### src/rtl/mmio_pkg.sv
// Shared definitions for the MMIO controller: I/O register offsets relative
// to the region base, and the TX handoff state encoding.
package mmio_pkg;

  localparam logic [31:0] UART_CTRL = 32'h0000_0000;
  localparam logic [31:0] UART_RX   = 32'h0000_0004;
  localparam logic [31:0] UART_TX   = 32'h0000_0008;
  localparam logic [31:0] CYCLE     = 32'h0000_0010;
  localparam logic [31:0] INST      = 32'h0000_0014;
  localparam logic [31:0] CNT_CLR   = 32'h0000_0018;
  localparam logic [31:0] TOTAL_B   = 32'h0000_001C;
  localparam logic [31:0] CORR_B    = 32'h0000_0020;
  localparam logic [31:0] CNT_HALT  = 32'h0000_0024;

  typedef enum logic {
    IDLE = 1'b0,
    SEND = 1'b1
  } tx_state_e;

endpackage

### src/rtl/mmio_ctrl_if.sv
// Bus bundle between the CPU pipeline / peripherals and mmio_ctrl.
// master: the pipeline/peripheral side; slave: the controller itself.
interface mmio_ctrl_if #(parameter int CNT_W = 32);
  logic             io_stall;
  logic [31:0]      io_addr;
  logic [31:0]      io_wdata;
  logic             io_we;
  logic             io_re;
  logic             io_inst_valid;
  logic             io_br_valid;
  logic             io_br_correct;
  logic             io_rx_fifo_empty;
  logic             io_rx_fifo_rd_en;
  logic             io_uart_tx_data_in_ready;
  logic             io_uart_tx_data_in_valid;
  logic [7:0]       io_uart_tx_data_in;
  logic             io_tx_idle;
  logic [31:0]      io_prev_data_addr;
  logic [CNT_W-1:0] io_cycle_p;
  logic [CNT_W-1:0] io_inst_p;
  logic [CNT_W-1:0] io_total_B_p;
  logic [CNT_W-1:0] io_corr_B_p;

  modport master (
    output io_stall, io_addr, io_wdata, io_we, io_re,
           io_inst_valid, io_br_valid, io_br_correct,
           io_rx_fifo_empty, io_uart_tx_data_in_ready,
    input  io_rx_fifo_rd_en, io_uart_tx_data_in_valid, io_uart_tx_data_in,
           io_tx_idle, io_prev_data_addr,
           io_cycle_p, io_inst_p, io_total_B_p, io_corr_B_p
  );

  modport slave (
    input  io_stall, io_addr, io_wdata, io_we, io_re,
           io_inst_valid, io_br_valid, io_br_correct,
           io_rx_fifo_empty, io_uart_tx_data_in_ready,
    output io_rx_fifo_rd_en, io_uart_tx_data_in_valid, io_uart_tx_data_in,
           io_tx_idle, io_prev_data_addr,
           io_cycle_p, io_inst_p, io_total_B_p, io_corr_B_p
  );
endinterface

### src/rtl/perf_counter.sv
// Wrapping performance counter. Clear beats increment; hold freezes counting
// but never blocks a clear.
module perf_counter #(
  parameter int W = 32
) (
  input  logic         clock,
  input  logic         reset,
  input  logic         inc,
  input  logic         clr,
  input  logic         hold,
  output logic [W-1:0] count
);

  // Counter register with synchronous active-low reset.
  always_ff @(posedge clock) begin
    if (!reset)              count <= '0;
    else if (clr)            count <= '0;
    else if (inc && !hold)   count <= count + W'(1);
  end

endmodule

### src/rtl/mmio_ctrl.sv
// MMIO sequencing controller: address decode, UART TX byte handoff, RX FIFO
// pop, previous-address register and four performance counters.
// Optional macro MMIO_CNT_HALT_EN adds a counter halt bit at offset 0x24.
module mmio_ctrl
  import mmio_pkg::*;
#(
  parameter int          CNT_W   = 32,
  parameter logic [31:0] IO_BASE = 32'h8000_0000
) (
  input logic        clock,
  input logic        reset,
  mmio_ctrl_if.slave bus
);

  logic      active;
  logic      hit_rx, hit_tx, hit_clr;
  logic      st_tx, cnt_clr, halt;
  logic      tx_load;
  tx_state_e state, state_nxt;
  logic [7:0] tx_byte;
  logic [31:0] prev_addr;

  assign active  = !bus.io_stall;
  assign hit_rx  = (bus.io_addr == (IO_BASE + UART_RX));
  assign hit_tx  = (bus.io_addr == (IO_BASE + UART_TX));
  assign hit_clr = (bus.io_addr == (IO_BASE + CNT_CLR));

  assign st_tx   = active && bus.io_we && hit_tx;
  assign cnt_clr = active && bus.io_we && hit_clr;

  // A store in the same cycle as a load owns the access, so no pop then.
  assign bus.io_rx_fifo_rd_en = active && bus.io_re && !bus.io_we && hit_rx
                                && !bus.io_rx_fifo_empty;

`ifdef MMIO_CNT_HALT_EN
  logic hit_halt;
  logic halt_q;
  assign hit_halt = (bus.io_addr == (IO_BASE + CNT_HALT));

  // Halt bit written by a store to the halt offset.
  always_ff @(posedge clock) begin
    if (!reset)                                halt_q <= 1'b0;
    else if (active && bus.io_we && hit_halt)  halt_q <= bus.io_wdata[0];
  end
  assign halt = halt_q;
`else
  assign halt = 1'b0;
`endif

  // Previous data address tracks the pipeline, frozen while stalled.
  always_ff @(posedge clock) begin
    if (!reset)       prev_addr <= '0;
    else if (active)  prev_addr <= bus.io_addr;
  end
  assign bus.io_prev_data_addr = prev_addr;

  // TX FSM state register.
  always_ff @(posedge clock) begin
    if (!reset) state <= IDLE;
    else        state <= state_nxt;
  end

  // TX FSM next state; stores arriving outside IDLE are dropped.
  always_comb begin
    state_nxt = state;
    tx_load   = 1'b0;
    case (state)
      IDLE: if (st_tx) begin
        state_nxt = SEND;
        tx_load   = 1'b1;
      end
      SEND: if (bus.io_uart_tx_data_in_ready) state_nxt = IDLE;
      default: state_nxt = IDLE;
    endcase
  end

  // TX byte holding register, only loaded on entry to SEND so it stays stable.
  always_ff @(posedge clock) begin
    if (!reset)       tx_byte <= 8'h00;
    else if (tx_load) tx_byte <= bus.io_wdata[7:0];
  end

  assign bus.io_uart_tx_data_in       = tx_byte;
  assign bus.io_uart_tx_data_in_valid = (state == SEND);
  assign bus.io_tx_idle               = (state == IDLE);

  perf_counter #(.W(CNT_W)) u_cycle (
    .clock(clock), .reset(reset), .inc(1'b1), .clr(cnt_clr), .hold(halt),
    .count(bus.io_cycle_p)
  );

  perf_counter #(.W(CNT_W)) u_inst (
    .clock(clock), .reset(reset), .inc(bus.io_inst_valid), .clr(cnt_clr),
    .hold(halt), .count(bus.io_inst_p)
  );

  perf_counter #(.W(CNT_W)) u_total_b (
    .clock(clock), .reset(reset), .inc(bus.io_br_valid), .clr(cnt_clr),
    .hold(halt), .count(bus.io_total_B_p)
  );

  perf_counter #(.W(CNT_W)) u_corr_b (
    .clock(clock), .reset(reset),
    .inc(bus.io_br_valid && bus.io_br_correct), .clr(cnt_clr),
    .hold(halt), .count(bus.io_corr_B_p)
  );

endmodule

### src/flat_wrapper.sv
// flat-port wrapper written by rule: the top's interface ports become plain ports
module mmio_ctrl_flat import mmio_pkg::*;
#(
  parameter int          CNT_W   = 32,
  parameter logic [31:0] IO_BASE = 32'h8000_0000
)
  (clock, reset, bus_io_stall, bus_io_addr, bus_io_wdata, bus_io_we, bus_io_re, bus_io_inst_valid, bus_io_br_valid, bus_io_br_correct, bus_io_rx_fifo_empty, bus_io_uart_tx_data_in_ready, bus_io_rx_fifo_rd_en, bus_io_uart_tx_data_in_valid, bus_io_uart_tx_data_in, bus_io_tx_idle, bus_io_prev_data_addr, bus_io_cycle_p, bus_io_inst_p, bus_io_total_B_p, bus_io_corr_B_p);
  mmio_ctrl_if #(.CNT_W(CNT_W)) bus_i ();
  input logic clock;
  input logic reset;
  input wire logic [$bits(bus_i.io_stall)-1:0] bus_io_stall;
  input wire logic [$bits(bus_i.io_addr)-1:0] bus_io_addr;
  input wire logic [$bits(bus_i.io_wdata)-1:0] bus_io_wdata;
  input wire logic [$bits(bus_i.io_we)-1:0] bus_io_we;
  input wire logic [$bits(bus_i.io_re)-1:0] bus_io_re;
  input wire logic [$bits(bus_i.io_inst_valid)-1:0] bus_io_inst_valid;
  input wire logic [$bits(bus_i.io_br_valid)-1:0] bus_io_br_valid;
  input wire logic [$bits(bus_i.io_br_correct)-1:0] bus_io_br_correct;
  input wire logic [$bits(bus_i.io_rx_fifo_empty)-1:0] bus_io_rx_fifo_empty;
  input wire logic [$bits(bus_i.io_uart_tx_data_in_ready)-1:0] bus_io_uart_tx_data_in_ready;
  output wire logic [$bits(bus_i.io_rx_fifo_rd_en)-1:0] bus_io_rx_fifo_rd_en;
  output wire logic [$bits(bus_i.io_uart_tx_data_in_valid)-1:0] bus_io_uart_tx_data_in_valid;
  output wire logic [$bits(bus_i.io_uart_tx_data_in)-1:0] bus_io_uart_tx_data_in;
  output wire logic [$bits(bus_i.io_tx_idle)-1:0] bus_io_tx_idle;
  output wire logic [$bits(bus_i.io_prev_data_addr)-1:0] bus_io_prev_data_addr;
  output wire logic [$bits(bus_i.io_cycle_p)-1:0] bus_io_cycle_p;
  output wire logic [$bits(bus_i.io_inst_p)-1:0] bus_io_inst_p;
  output wire logic [$bits(bus_i.io_total_B_p)-1:0] bus_io_total_B_p;
  output wire logic [$bits(bus_i.io_corr_B_p)-1:0] bus_io_corr_B_p;
  assign bus_i.io_stall = bus_io_stall;
  assign bus_i.io_addr = bus_io_addr;
  assign bus_i.io_wdata = bus_io_wdata;
  assign bus_i.io_we = bus_io_we;
  assign bus_i.io_re = bus_io_re;
  assign bus_i.io_inst_valid = bus_io_inst_valid;
  assign bus_i.io_br_valid = bus_io_br_valid;
  assign bus_i.io_br_correct = bus_io_br_correct;
  assign bus_i.io_rx_fifo_empty = bus_io_rx_fifo_empty;
  assign bus_i.io_uart_tx_data_in_ready = bus_io_uart_tx_data_in_ready;
  assign bus_io_rx_fifo_rd_en = bus_i.io_rx_fifo_rd_en;
  assign bus_io_uart_tx_data_in_valid = bus_i.io_uart_tx_data_in_valid;
  assign bus_io_uart_tx_data_in = bus_i.io_uart_tx_data_in;
  assign bus_io_tx_idle = bus_i.io_tx_idle;
  assign bus_io_prev_data_addr = bus_i.io_prev_data_addr;
  assign bus_io_cycle_p = bus_i.io_cycle_p;
  assign bus_io_inst_p = bus_i.io_inst_p;
  assign bus_io_total_B_p = bus_i.io_total_B_p;
  assign bus_io_corr_B_p = bus_i.io_corr_B_p;
  mmio_ctrl #(.CNT_W(CNT_W), .IO_BASE(IO_BASE)) u_core (.clock(clock), .reset(reset), .bus(bus_i));
endmodule
### config.mk
export PLATFORM = sky130hd
export DESIGN_NAME = mmio_ctrl_flat
export DESIGN_NICKNAME = d
export VERILOG_FILES = /design/src/rtl/mmio_pkg.sv /design/src/rtl/mmio_ctrl_if.sv /design/src/rtl/perf_counter.sv /design/src/rtl/mmio_ctrl.sv /design/src/flat_wrapper.sv
export SDC_FILE = /design/constraint.sdc
export NUM_CORES = 1
export LEC_CHECK = 0
export ABC_AREA = 0
export CAP_MARGIN = 20
export CORE_MARGIN = 2
export CORE_UTILIZATION = 40
export CTS_BUF_LIST = sky130_fd_sc_hd__clkbuf_8
export DETAILED_ROUTE_END_ITERATION = 6
export PLACE_DENSITY = 0.69
export SLEW_MARGIN = 20
export SYNTH_ARGS = -nofsm -noshare
export SYNTH_HDL_FRONTEND = slang
export SYNTH_SLANG_ARGS = --single-unit
### constraint.sdc
create_clock -name clock -period 2.9 [get_ports clock]
set_input_delay 0.58 -clock clock [delete_from_list [all_inputs] [get_ports clock]]
set_output_delay 0.58 -clock clock [all_outputs]
set_load 0.02 [all_outputs]
==> run_results.csv <==
group,metric,value,unit
cells_and_area,multi_input_area,3696,um2
run,cap_viol_max_count,0,
hold_path,holdPathEnd,"u_core.u_cycle.count[0]",
clock_tree,clock-sinks,169,
global_route,grt_util_all_layers,19.39,%
cells_and_area,stdcell_area,10370,um2
global_route,overflow,0,
critical_path,arrival,2090,ps
timing,slew_headroom,64.20,%
floorplanning,chipHeight,138.6,um
cells_and_area,antenna_cells,0,
critical_path,crit_buf_inv,3,
pwr,irDropWorstVdd,0.2519,mV
cells_and_area,nets,1123,
pwr,p_leak,3.730,nW
detailed_routing,vias,6409,
outcome,status,"complete, no violations",
synth,syn-instance-count,794,
hold_path,hold-path-cell-count,1,
floorplanning,io_pins,245,
timing,max_freq,374.8,MHz
cells_and_area,seqCellArea,3383,um2
placement,pre_cts_slack,-228.4,ps
detailed_routing,viasPerCell,4.980,
clock_tree,clk_path_buf_depth,2,
cells_and_area,layout-drive-gt1-share,8.223,%
critical_path,r2r_cells,7,
detailed_routing,wire_per_inst,14.62,um
clock_tree,cts-htree-levels,4,
floorplanning,rows,49,
timing,skew,20.03,ps
critical_path,worstSetupEndpointType,"output port",
critical_path,crit_chain,"clkdlybuf4s50_1, nor4_2, buf_4, nand4_1, nor4_1, clkbuf_2",
timing,finalCritPeriodShare,92.01,%
clock_tree,clock_latency,460,ps
timing,slew_viol_final,0,
global_route,grt_max_degree,62,
placement,numPortBuffers,220,
detailed_routing,drtIter0Drc,291,
timing,setup_viol,0,
detailed_routing,wl,18.82,mm
clock_tree,tritoncts,"built",
floorplanning,start_util,40.63,%
timing,setup_ws,231.8,ps
clock_tree,clk_pin_slew,100,ps
floorplanning,fp.dieW,138.6,um
detailed_routing,drt_pass1_iterations,5,
critical_path,path_delay_family,"buffers and inverters",
detailed_routing,drc,0,
clock_tree,cts-buffers-inserted,17,
synth,syn_nets,872,
global_route,grt_pass1_vias,6095,
critical_path,cp-start-kind,"primary input",
global_route,grt_pass1_wl,30.55,mm
synth,synth_cell_type_count,36,
placement,placed_area,9971,um2
clock_tree,root_buffer,"clkbuf_8",
cells_and_area,area_growth,43.12,%
hold_path,hp-start,"u_core.u_cycle.count[0]",
timing,finalHoldViolations,0,
critical_path,path_max_fanout,2,
global_route,antenna_found_initial,0,
critical_path,reg2reg_setup_slack,860,ps
hold_path,hold_class,"flip-flop to flip-flop",
pwr,powerDensity,432.1,nW/um2
timing,min_period,2668,ps
floorplanning,die_area,19210,um2
timing,worst_pin_slew,532.9,ps
critical_path,slowest_stage,"clkdlybuf4s50_1",
cells_and_area,fillers,1627,
placement,dp_hpwl,13.97,mm
detailed_routing,ant_nets,0,
synth,yosys_warnings,0,
critical_path,worst-setup-path-type,"primary input to output port",
synth,syn_area,7248,um2
critical_path,r2r_start,"u_core.u_corr_b.count[0]",
placement,gp_congestion,0.8168,
timing,fin_worst_hold_slack,491.5,ps
timing,rsz0062_at_grt,"no",
synth,seq_area_frac_synth,46.68,%
synth,synth_seq_cells,169,
critical_path,r2r-end,"u_core.u_corr_b.count[18]",
synth,avgSynthCellArea,9.129,um2
critical_path,required,2320,ps
critical_path,slowest_delay,460,ps
floorplanning,core-area,17840,um2
==> through the flow <==
stage	utilization, %	cells	setup TNS, ps	total power [mW]
after floorplan	-	794	0	2.596
after global placement	55.89	1255	-240.9	2.814
after detailed placement	55.89	1255	-228.4	2.816
after CTS	58.13	1287	0	4.538
after global routing	58.15	1287	0	4.660
final	58.15	1287	0	4.483
==> cell usage in the layout (no fill, tap or decap), types with 4 or more instances in the layout <==
cell type,synthesis,layout
clkbuf_8,0,17
a21oi_1,15,15
and3_1,19,19
ha_1,4,4
nor3_1,14,14
nor2_1,122,122
nand2_1,45,44
nand3_1,41,41
xnor2_1,45,45
dfxtp_1,169,169
buf_4,4,40
and2_1,6,6
buf_12,0,4
inv_1,9,10
clkdlybuf4s50_1,0,218
and4_1,20,20
or3_1,17,17
nor2b_1,42,42
nor4_1,23,21
nand4_1,37,37
o21ai_0,13,13
mux2i_1,41,41
xor2_1,64,64
==> power breakdown <==
group          total, mW  switching [mW]  internal [mW]
clock network       1.72           0.933          0.788
registers           2.39          0.0320           2.36
logic              0.372           0.171          0.201
==> layer usage <==
layer / vias up / track usage [%] / wire length (um)
li1: 3234 / - / -
met1: 2947 / 23.96 / 8385
met2: 206 / 31.34 / 8449
met3: 22 / 7.148 / 1617
met4: 0 / 6.752 / 364
met5: - / 0 / 0
==> cell usage after synthesis <==
library cell | n | area [um2]
and2_0 | 1 | 6.260
and2_1 | 6 | 37.54
nand2b_1 | 1 | 6.260
inv_1 | 9 | 33.78
dfxtp_1 | 169 | 3383
nor2_1 | 122 | 457.9
xnor2_1 | 45 | 394.1
or3b_2 | 1 | 8.760
nand2_1 | 45 | 168.9
or3_1 | 17 | 106.4
buf_2 | 16 | 80.08
or4_4 | 1 | 11.26
and2b_1 | 1 | 7.510
buf_1 | 4 | 15.01
nor4b_1 | 1 | 8.760
a21oi_1 | 15 | 75.07
mux2i_1 | 41 | 410.4
or2_2 | 1 | 6.260
and4_1 | 20 | 175.2
clkbuf_1 | 8 | 30.03
nor3_1 | 14 | 70.07
nand4b_1 | 2 | 17.52
nand3b_1 | 1 | 7.510
nand3b_2 | 1 | 11.26
o21ai_0 | 13 | 65.06
nor2b_1 | 42 | 262.8
nand4_1 | 37 | 231.5
buf_4 | 4 | 30.03
nand3_1 | 41 | 205.2
o21a_1 | 2 | 15.01
xor2_1 | 64 | 560.5
and3_1 | 19 | 118.9
ha_1 | 4 | 50.05
nor4_1 | 23 | 143.9
nand4_2 | 2 | 25.02
and4_4 | 1 | 11.26
==> final cells by class <==
class,count,area share (%)
multi-input cells,584,35.63
flip-flops and latches,169,32.61
repair buffers,264,24.80
well taps,229,2.762
clock buffers,17,2.255
clock inverters,15,1.616
inverters,9,0.3257
==> what timing repair did <==
item | in CTS | in global routing
buffers inserted | 0 | 0
cloned | 0 | 0
setup endpoints to repair | 1 | 1
hold buffers | 0 | 0
resized for setup | 1 | 4
==> flip-flops by register name, indices dropped and copies added (netlist names) <==
signal and count:
u_core.u_cycle.count 32, u_core.bus.io_uart_tx_data_in_valid 1, u_core.bus.io_prev_data_addr 32, u_core.u_corr_b.count 32, u_core.u_total_b.count 32, u_core.u_inst.count 32, u_core.bus.io_uart_tx_data_in 8
==> how the worst max path moves through the flow <==
| stage | depth (start not counted) | end | slack, ps | from |
|---|---|---|---|---|
| after floorplan | 3 | bus_io_rx_fifo_rd_en | 600 | bus_io_addr[26] |
| after global placement | 6 | bus_io_rx_fifo_rd_en | -240 | bus_io_addr[23] |
| after detailed placement | 6 | bus_io_rx_fifo_rd_en | -230 | bus_io_addr[26] |
| after CTS | 6 | bus_io_rx_fifo_rd_en | 50 | bus_io_addr[26] |
| after global routing | 6 | bus_io_rx_fifo_rd_en | 100 | bus_io_addr[26] |
| final | 6 | bus_io_rx_fifo_rd_en | 230 | bus_io_addr[26] |
==> kinds of logic (layout without fill, tap and decap cells) <==
family | Yosys count | after routing | share of synthesized area, %
simple gates | 400 | 400 | 29.05
xor+xnor | 109 | 109 | 13.17
mux | 41 | 41 | 5.662
fa+ha+maj | 4 | 4 | 0.6905
buf+inv | 41 | 305 | 2.607
flops | 169 | 169 | 46.68
compound gates | 30 | 30 | 2.140
No activity file was read; power rests on OpenSTA's default activity.
